$ cat config.mk
export PLATFORM = sky130hd
export DESIGN_NAME = spi_follower_port
export DESIGN_NICKNAME = d
export VERILOG_FILES = /design/src/rtl/spi_follower_port.sv
export SDC_FILE = /design/constraint.sdc
export NUM_CORES = 1
export LEC_CHECK = 0
export CAP_MARGIN = 20
export CORE_AREA = 2 2 86 88
export CTS_BUF_LIST = sky130_fd_sc_hd__clkbuf_2 sky130_fd_sc_hd__clkbuf_4 sky130_fd_sc_hd__clkbuf_8
export DETAILED_ROUTE_END_ITERATION = 7
export DIE_AREA = 0 0 88 90
export PLACE_DENSITY = 0.91
export SLEW_MARGIN = 20
export SYNTH_ARGS = -nofsm -noshare
export SYNTH_HDL_FRONTEND = slang
export SYNTH_SLANG_ARGS = --single-unit
$ cat constraint.sdc
create_clock -name clk -period 4.6 [get_ports clk]
set_input_delay 0.92 -clock clk [delete_from_list [all_inputs] [get_ports clk]]
set_output_delay 0.92 -clock clk [all_outputs]
set_load 0.01 [all_outputs]
$ cat src/rtl/spi_follower_port.sv
// SPI follower (target) endpoint. Exchanges one 8- or 16-bit word per cs_n frame with an
// external leader, in any CPOL/CPHA mode. The TX word comes from a one-entry holding buffer
// loaded over a valid/ready port. The received word is held on rx_data until rx_ready accepts it.
//
// Ports:
//   clk, rst           system clock; asynchronous active-high reset
//   cfg_cpol/cpha/len16  mode and frame length, latched when a frame starts
//   sclk, cs_n, mosi   asynchronous leader pins (synchronized internally)
//   miso, miso_oe      follower data out and its pad output enable
//   tx_data/valid/ready  TX holding-buffer load port (tx_ready = buffer empty)
//   rx_data/valid/ready  last received word, held until rx_ready accepts it
//   busy               frame in progress (ACTIVE or DONE)
//   underrun, overrun, frame_err  one-clk status pulses
module spi_follower_port #(
  parameter int unsigned SYNC_STAGES = 2
) (
  input  logic        clk,
  input  logic        rst,
  input  logic        cfg_cpol,
  input  logic        cfg_cpha,
  input  logic        cfg_len16,
  input  logic        sclk,
  input  logic        cs_n,
  input  logic        mosi,
  output logic        miso,
  output logic        miso_oe,
  input  logic [15:0] tx_data,
  input  logic        tx_valid,
  output logic        tx_ready,
  output logic [15:0] rx_data,
  output logic        rx_valid,
  input  logic        rx_ready,
  output logic        busy,
  output logic        underrun,
  output logic        overrun,
  output logic        frame_err
);

  localparam int unsigned Stages = (SYNC_STAGES < 2) ? 2 : SYNC_STAGES;

  typedef enum logic [1:0] {StIdle, StActive, StDone} state_e;

  logic [Stages-1:0] sclk_sync, cs_sync, mosi_sync;
  logic              sclk_prev, cs_prev, mosi_prev;
  logic              sclk_rise, sclk_fall, cs_rise, cs_fall;

  // Edge pulses are registered, so mosi_prev is the mosi value aligned with each sclk pulse.
  always_ff @(posedge clk or posedge rst) begin
    if (rst) begin
      sclk_sync <= '0;
      cs_sync   <= '1;
      mosi_sync <= '0;
      sclk_prev <= 1'b0;
      cs_prev   <= 1'b1;
      mosi_prev <= 1'b0;
      sclk_rise <= 1'b0;
      sclk_fall <= 1'b0;
      cs_rise   <= 1'b0;
      cs_fall   <= 1'b0;
    end else begin
      sclk_sync <= {sclk_sync[Stages-2:0], sclk};
      cs_sync   <= {cs_sync[Stages-2:0], cs_n};
      mosi_sync <= {mosi_sync[Stages-2:0], mosi};
      sclk_prev <= sclk_sync[Stages-1];
      cs_prev   <= cs_sync[Stages-1];
      mosi_prev <= mosi_sync[Stages-1];
      sclk_rise <= sclk_sync[Stages-1] & ~sclk_prev;
      sclk_fall <= ~sclk_sync[Stages-1] & sclk_prev;
      cs_rise   <= cs_sync[Stages-1] & ~cs_prev;
      cs_fall   <= ~cs_sync[Stages-1] & cs_prev;
    end
  end

  state_e      state_q;
  logic        cpol_q, cpha_q, len16_q;
  logic [4:0]  bit_cnt_q;
  logic [15:0] tx_buf_q;
  logic [15:0] tx_shift_q;
  logic [15:0] rx_shift_q;

  logic        lead_edge, trail_edge, sample_edge, shift_edge, last_bit;
  logic [15:0] rx_next, start_word;

  always_comb begin
    lead_edge   = cpol_q ? sclk_fall : sclk_rise;
    trail_edge  = cpol_q ? sclk_rise : sclk_fall;
    sample_edge = cpha_q ? trail_edge : lead_edge;
    shift_edge  = cpha_q ? lead_edge : trail_edge;
    last_bit    = (bit_cnt_q == (len16_q ? 5'd15 : 5'd7));
    rx_next     = {rx_shift_q[14:0], mosi_prev};
    // Outgoing word is left-justified so miso is always taken from bit 15.
    if (tx_ready) begin
      start_word = '0;
    end else begin
      start_word = cfg_len16 ? tx_buf_q : {tx_buf_q[7:0], 8'h00};
    end
  end

  always_ff @(posedge clk or posedge rst) begin
    if (rst) begin
      state_q    <= StIdle;
      cpol_q     <= 1'b0;
      cpha_q     <= 1'b0;
      len16_q    <= 1'b0;
      bit_cnt_q  <= '0;
      tx_buf_q   <= '0;
      tx_shift_q <= '0;
      rx_shift_q <= '0;
      miso       <= 1'b0;
      miso_oe    <= 1'b0;
      tx_ready   <= 1'b1;
      rx_data    <= '0;
      rx_valid   <= 1'b0;
      busy       <= 1'b0;
      underrun   <= 1'b0;
      overrun    <= 1'b0;
      frame_err  <= 1'b0;
    end else begin
      underrun  <= 1'b0;
      overrun   <= 1'b0;
      frame_err <= 1'b0;

      if (rx_valid && rx_ready) rx_valid <= 1'b0;
      if (tx_valid && tx_ready) begin
        tx_buf_q <= tx_data;
        tx_ready <= 1'b0;
      end

      unique case (state_q)
        StIdle: begin
          if (cs_fall) begin
            state_q    <= StActive;
            cpol_q     <= cfg_cpol;
            cpha_q     <= cfg_cpha;
            len16_q    <= cfg_len16;
            bit_cnt_q  <= '0;
            rx_shift_q <= '0;
            busy       <= 1'b1;
            miso_oe    <= 1'b1;
            // A full buffer is consumed; an empty one sends zeros.
            if (tx_ready) underrun <= 1'b1;
            else          tx_ready <= 1'b1;
            if (!cfg_cpha) begin
              miso       <= start_word[15];
              tx_shift_q <= {start_word[14:0], 1'b0};
            end else begin
              miso       <= 1'b0;
              tx_shift_q <= start_word;
            end
          end
        end
        StActive: begin
          if (cs_rise) begin
            state_q   <= StIdle;
            frame_err <= 1'b1;
            busy      <= 1'b0;
            miso_oe   <= 1'b0;
            miso      <= 1'b0;
          end else if (sample_edge) begin
            rx_shift_q <= rx_next;
            bit_cnt_q  <= bit_cnt_q + 5'd1;
            if (last_bit) begin
              state_q  <= StDone;
              rx_data  <= len16_q ? rx_next : {8'h00, rx_next[7:0]};
              rx_valid <= 1'b1;
              overrun  <= rx_valid & ~rx_ready;
            end
          end else if (shift_edge) begin
            miso       <= tx_shift_q[15];
            tx_shift_q <= {tx_shift_q[14:0], 1'b0};
          end
        end
        StDone: begin
          if (cs_rise) begin
            state_q <= StIdle;
            busy    <= 1'b0;
            miso_oe <= 1'b0;
            miso    <= 1'b0;
          end
        end
        default: state_q <= StIdle;
      endcase
    end
  end

endmodule

==> results_dict.tcl <==
set metrics [dict create \
    dominant_combinational_cell_family_by_area_after_synthesis "multiplexers" \
    slew_headroom 0.317 \
    maxCapViolations 0 \
    worst-setup-path-type "reg2reg" \
    drt_wl_total_um 7880 \
    cts.reportedPaths.clkPinSlew_ns 0.09 \
    timing.final.crit_period_ns 2.99 \
    grt_setup_unrepaired "no" \
    placed_cells_incl_taps 483 \
    synth-adder-area-share 0.0118 \
    synth_mux_area_frac 0.169 \
    r2r_start "state_q[1]" \
    placeableCoreArea_um2 7020 \
    hp-start "mosi_sync[1]" \
    compound_cell_area_share_of_the_yosys_netlist 0.119 \
    share_comb_of_total_power 0.331 \
    final_cell_count_no_fill 499 \
    vdd_ir_drop_max_uv 301 \
    switching_share 0.348 \
    routability_congestion_estimate 0.810 \
    regToRegSetupSlack_ns 1.61 \
    wire_per_inst_um 15.8 \
    internal_power_uw 1700 \
    drc 0 \
    power_frac_clock 0.211 \
    synthToLayoutAreaGrowth_pct 17.9 \
    setup_tns_ns 0 \
    r2r-end "tx_shift_q[8]" \
    fin_hold_ws_ns 0.354 \
    drive_above_1_share 0.163 \
    cts_tree "yes" \
    cts_sinks 93 \
    pin_count_of_the_biggest_net_entering_global_routing 94 \
    hold-path-cell-count 0 \
    synth_area_leaders "dfrtp_1, mux2_2, mux2i_1" \
    status "completed" \
    timing.final.setup_violations 0 \
    clockRootBuffer "clkbuf_8" \
    cts_resized 0 \
    synth_fp_nets 383 \
    insertion_delay_ns 0.37 \
    cp.arrival_ns 3.24 \
    pwr-share-seq 0.458 \
    final-hold-violation-count 0 \
    cts.path.max_buffers 2 \
    die_x_um 88 \
    first_pass_iters 5 \
    totalPowerFinal_uw 2610 \
    critical_path_required_ns 4.85 \
    synth_top_area_cell "dfrtp_1" \
    nFillCells 518 \
    fin_crit_sh 0.649 \
    worstHoldEndpoint "mosi_prev" \
    synthDominantCellAreaShare 0.527 \
    ys_async_sr_fraction 1.00 \
    pwr_density_cell_nw_per_um2 524 \
    core.rowCount 31 \
    grt_antenna_before_repair 0 \
    static-leakage-power_uw 0.00220 \
    edff_count_synth 0 \
    grt.overflow.total 0 \
    synthesis.instances 353 \
    grt_first_pass_wirelength_um 13700 \
    synth_simple_gate_area_share 0.103 \
    number_of_register_bits_inferred_by_synthesis 93 \
    drtIter0Drc 176 \
    hpwlAfterDp_um 5510 \
    worst_setup_path_end_kind "flop" \
    vias 2872 \
    yosysSeqAreaShare 0.552 \
    globalRouteTotalUtil 0.219 \
    count_of_pins_over_their_slew_limit 0 \
    die-area_um2 7920 \
    cts_inserted_buffers 9 \
    fp.dieH_um 90 \
    ys.warnings.count 0 \
    synthesis.area_um2 4230 \
    cts_hold_buffers 0 \
    postSynthAreaPerCell_um2 12.0 \
    design.portCount 50 \
    starting_utilization_of_the_core_area 0.602 \
    maxClockFrequency_ghz 0.335 \
    htreeDepth 3 \
    yosys.area_share.xor_xnor 0.00858 \
    yosysUniqueCellTypes 47 \
    startpoint_type "flop" \
    avgViaCountPerCell 5.76 \
    worst_pin_slew_ns 1.02 \
    insertedDiodeCount 0 \
    crit_fanout 31 \
    finalNetCount 425 \
    post-cts-setup-buffers 0 \
    number_of_global_route_vias_before_repair 2897 \
    hold_path.class "reg2reg" \
    numPortBuffers 49 \
    final_antenna_net_count 0 \
    rr_worst_depth 5 \
    finClkSkew_ns 0.0131 \
    synthFlopType "dfrtp_1" \
    p_switching_uw 907 \
]
power groups by stage:
stage	Combinational [µW]	Sequential [µW]	Clock, µW
after floorplan	687	1140	0
after global placement	815	1200	0
after detailed placement	854	1210	0
after CTS	861	1190	557
after global routing	951	1220	597
final	863	1200	551
layout make-up:
| type | count | area, µm² | area share |
|---|---|---|---|
| clock inverters | 6 | 71.3 | 0.0143 |
| inverters | 17 | 65.1 | 0.0131 |
| well taps | 99 | 124 | 0.0249 |
| repair buffers | 51 | 518 | 0.104 |
| flip-flops and latches | 93 | 2330 | 0.468 |
| multi-input cells | 223 | 1740 | 0.349 |
| clock buffers | 10 | 131 | 0.0264 |
how the worst max path moves through the flow:
stage | depth (start not counted) | from | end | slack [ns]
6_report | 5 | state_q[1] | tx_shift_q[8] | 1.61
5_1_grt | 5 | state_q[1] | tx_shift_q[8] | 1.39
4_1_cts | 5 | state_q[1] | rx_data[7] | 1.64
3_5_place_dp | 5 | cfg_cpha | tx_shift_q[8] | 1.59
3_3_place_gp | 5 | cfg_cpha | tx_shift_q[8] | 1.67
2_1_floorplan | 1 | rst | bit_cnt_q[0] | 1.27
metal layers:
layer | vias to the layer above | share of wire | wire length (µm) | GRT usage
li1 | 1357 | - | - | -
met1 | 1426 | 0.43 | 3420 | 0.307
met2 | 80 | 0.51 | 4010 | 0.343
met3 | 9 | 0.048 | 377 | 0.0422
met4 | 0 | 0.0096 | 76 | 0.0756
met5 | - | 0 | 0 | 0
state kept, by name (all words and copies together) (netlist names), 2 cells and up:
name and count:
bit_cnt_q 5, cs_sync 2, mosi_sync 2, rx_data 16, rx_shift_q 15, sclk_sync 2, state_q 2, tx_buf_q 16
tx_shift_q 16
cell usage after synthesis (2+ instances only):
| library cell | n |
|---|---|
| dfrtp_1 | 89 |
| ha_1 | 4 |
| o21ai_0 | 6 |
| mux2i_1 | 24 |
| dfstp_2 | 4 |
| nor3_1 | 2 |
| a22oi_1 | 7 |
| or2_2 | 3 |
| nor3b_1 | 2 |
| o221a_2 | 4 |
| clkbuf_1 | 15 |
| a221oi_1 | 3 |
| a211oi_1 | 3 |
| a22o_1 | 16 |
| nand3_1 | 18 |
| nor2_1 | 14 |
| a21oi_1 | 5 |
| mux2_1 | 8 |
| buf_2 | 3 |
| nand2b_1 | 10 |
| mux2_2 | 33 |
| o211ai_1 | 8 |
| nor2b_1 | 6 |
| inv_1 | 17 |
| nand2_1 | 22 |
| and3_1 | 4 |
| or3_1 | 3 |
critical path: stages (launching register included):
cell and delay [ns]:
dfrtp_1 0.39, inv_1 0.10, ha_1 0.84, mux2i_1 0.56
a21oi_1 0.58, mux2_2 0.40
logic make-up (layout without fill, tap and decap cells):
kind of cell	after synthesis	in the layout
xor gates and xnor gates	2	2
AOI/OAI and AO/OA	64	64
muxes	66	66
DFF	93	93
adders and majority gates	4	4
buffers and inverters	37	84
and+or+nand+nor	87	87
placed cells by master, fill, tap and decap left out, drive strengths merged, types with 5 or more instances in the layout:
cell / n
nand2b: 10
nor2: 14
dfrtp: 89
nand2: 22
a22oi: 7
nand3: 18
inv: 17
a21oi: 5
o211ai: 8
nor2b: 6
clkbuf: 10
a22o: 16
o21ai: 7
mux2i: 25
mux2: 41
clkdlybuf4s50: 49
stage by stage:
| stage | area, µm² | setup WS [ns] | utilization |
|---|---|---|---|
| after floorplan | 4230 | 1.27 | - |
| after global placement | 4780 | 1.67 | 0.681 |
| after detailed placement | 4780 | 1.59 | 0.681 |
| after CTS | 4980 | 1.64 | 0.710 |
| after global routing | 4980 | 1.39 | 0.710 |
| final | 4980 | 1.61 | 0.710 |
Power figures use the tool's default switching activity.
==> RTL change, RTL diff (same settings) <==
Make the reset (`rst`) synchronous in 2 clocked blocks. Comments in the files are not updated.
--- a/src/rtl/spi_follower_port.sv
+++ b/src/rtl/spi_follower_port.sv
@@ -45,7 +45,7 @@
   logic              sclk_rise, sclk_fall, cs_rise, cs_fall;
 
   // Edge pulses are registered, so mosi_prev is the mosi value aligned with each sclk pulse.
-  always_ff @(posedge clk or posedge rst) begin
+  always_ff @(posedge clk) begin
     if (rst) begin
       sclk_sync <= '0;
       cs_sync   <= '1;
@@ -96,7 +96,7 @@
     end
   end
 
-  always_ff @(posedge clk or posedge rst) begin
+  always_ff @(posedge clk) begin
     if (rst) begin
       state_q    <= StIdle;
       cpol_q     <= 1'b0;
Formal check against the unedited RTL: differs if rst is asserted again (counterexample within 4 cycles, from zero or initial values and one cycle with rst high); with rst held inactive, the same outputs for 10 cycles.
==> RTL change against the unedited design <==
  * Final area down 5.3%
  * Sequential share of layout area fell by 7.3 points
  * Area after synthesis down 4.3%
  * Wire length rose by 5.8%
  * Sequential cell count stayed put
  * Setup slack gained 0.11 ns
  * Non-clock buffer count down 1
  * Synthesized cell count rose by 24%
  * Highest routed layer unchanged
Power is not compared: it rests on default switching activity, and its combinational part moved more than twofold at a synthesized area within 25%.
==> RTL change: results (changes against the unedited design) <==
| Metric | Value |
|---|---|
| Via count | 3311 (+15%) |
| Clk_skew | 0.007289 ns (-0.005774 ns) |
| Synth Area in Adders | 1.855% (+0.67 points) |
| Placer Congestion | 0.8472 (+4.7%) |
| Crit-path leading delay family | compound AO/OA/AOI/OAI gates |
| Share of cells above drive strength 1 | 6.582% (-9.7 points) |
| Met3 Use GR | 4.683% (+0.46 points) |
| HPWL Detailed | 5.766 mm (+4.7%) |
| Nets | 498 (+17%) |
| Mean Syn Cell Area | 9.217 µm² (-23%) |
| Largest net degree at the start of global routing | 67 (-29%) |
| Inst Count DP | 554 (+15%) |
| GRT Total Usage | 21.57% (-0.37 points) |
| Crit path DAT | 3.13 ns (-0.11 ns) |
| Net Count, Synth | 471 (+23%) |
| Status | finished clean |
| Mux cell area share after synthesis | 8.844% (-8.1 points) |
| Ys Warns | 0 (unchanged) |
| Final wirelength | 8.340 mm (+5.8%) |
| GR Util met2 | 36.49% (+2.1 points) |
| Rel. slew slack | 39.95% (+8.3 points) |
| Wire per inst | 14.63 µm (-7.4%) |
| Vias in the first global route | 2966 (+2.4%) |
| Clk Latency, worst-skew pair | 0.35 ns (-0.02 ns) |
| CP max stage delay | 0.77 ns (-0.07 ns) |
| Worst vdd rail ir drop | roughly 0.2 mV |
| Top cells by area, synth | dfxtp_1 (46%), mux2i_1 (7.7%), nand2_1 (5.6%) |
| First-pass GRT wire length | 13.64 mm (-0.60%) |
| DP Worst Slack | 1.572 ns (-0.02029 ns) |
| Async S/R FF share, synth | 0% (-100 points) |
| Met1 Use GR | 26.48% (-4.2 points) |
| Commonest cells post-synth | dfxtp_1 (93), nand2_1 (60), a21oi_1 (42) |
| Seq/Total Area, Yosys | 46.01% (-9.2 points) |
| 1st-iter DRT viols | 165 (-6.3%) |
-- RTL change: cell count changes in the layout (fill, tap and decap cells not counted), moves of 11 or more --
cell,delta
mux2_2,-30
dfrtp_1,-89
a32o_1,+16
o21ai_0,+12
dfxtp_1,+93
a21oi_1,+37
a22o_1,-15
a211oi_1,+11
nand2_1,+38
-- RTL change: worst paths after layout --
kind / to / start / slack (ns) / cells after the start
min reg2reg: sclk_rise / sclk_prev / 0.41 / 1
max reg2reg: rx_shift_q[6] / state_q[1] / 1.72 / 6
min: sclk_rise / sclk_prev / 0.41 / 1
max: rx_shift_q[6] / state_q[1] / 1.72 / 6
-- RTL change: area by class of cell --
class                           count  area share, %
Sequential cell                    93          39.48
Tap cell                           99          2.627
Inverter                           14          1.114
Multi-Input combinational cell    298          41.89
Clock buffer                       12          3.237
Clock inverter                      4          1.194
Timing Repair Buffer               50          10.45
-- RTL change: layer usage --
layer	wire, µm	vias up
li1	-	1641
met1	3546	1553
met2	4281	105
met3	392	12
met4	120	0
met5	0	-
-- RTL change: kinds of logic after synthesis --
group / count (synthesis)
and+or+nand+nor: 134
muxes: 35
buffers and inverters: 48
DFF: 93
AOI/OAI and AO/OA: 121
xor gates and xnor gates: 2
adders and majority gates: 6
-- RTL change: metrics by stage --
step / instance area (µm²) / util, %
after floorplan: 4046 / -
after global placement: 4503 / 64.14
after detailed placement: 4503 / 64.14
after CTS: 4712 / 67.12
after global routing: 4716 / 67.17
final: 4716 / 67.17
-- RTL change: power breakdown --
group / switching [µW] / leakage (µW) / internal, µW / total [µW]
clock network: 277 / 0.000108 / 282 / 559
registers: 23.8 / 0.000754 / 832 / 855
logic: 137 / 0.000797 / 88.9 / 226
total: 438 / 0.00166 / 1200 / 1640
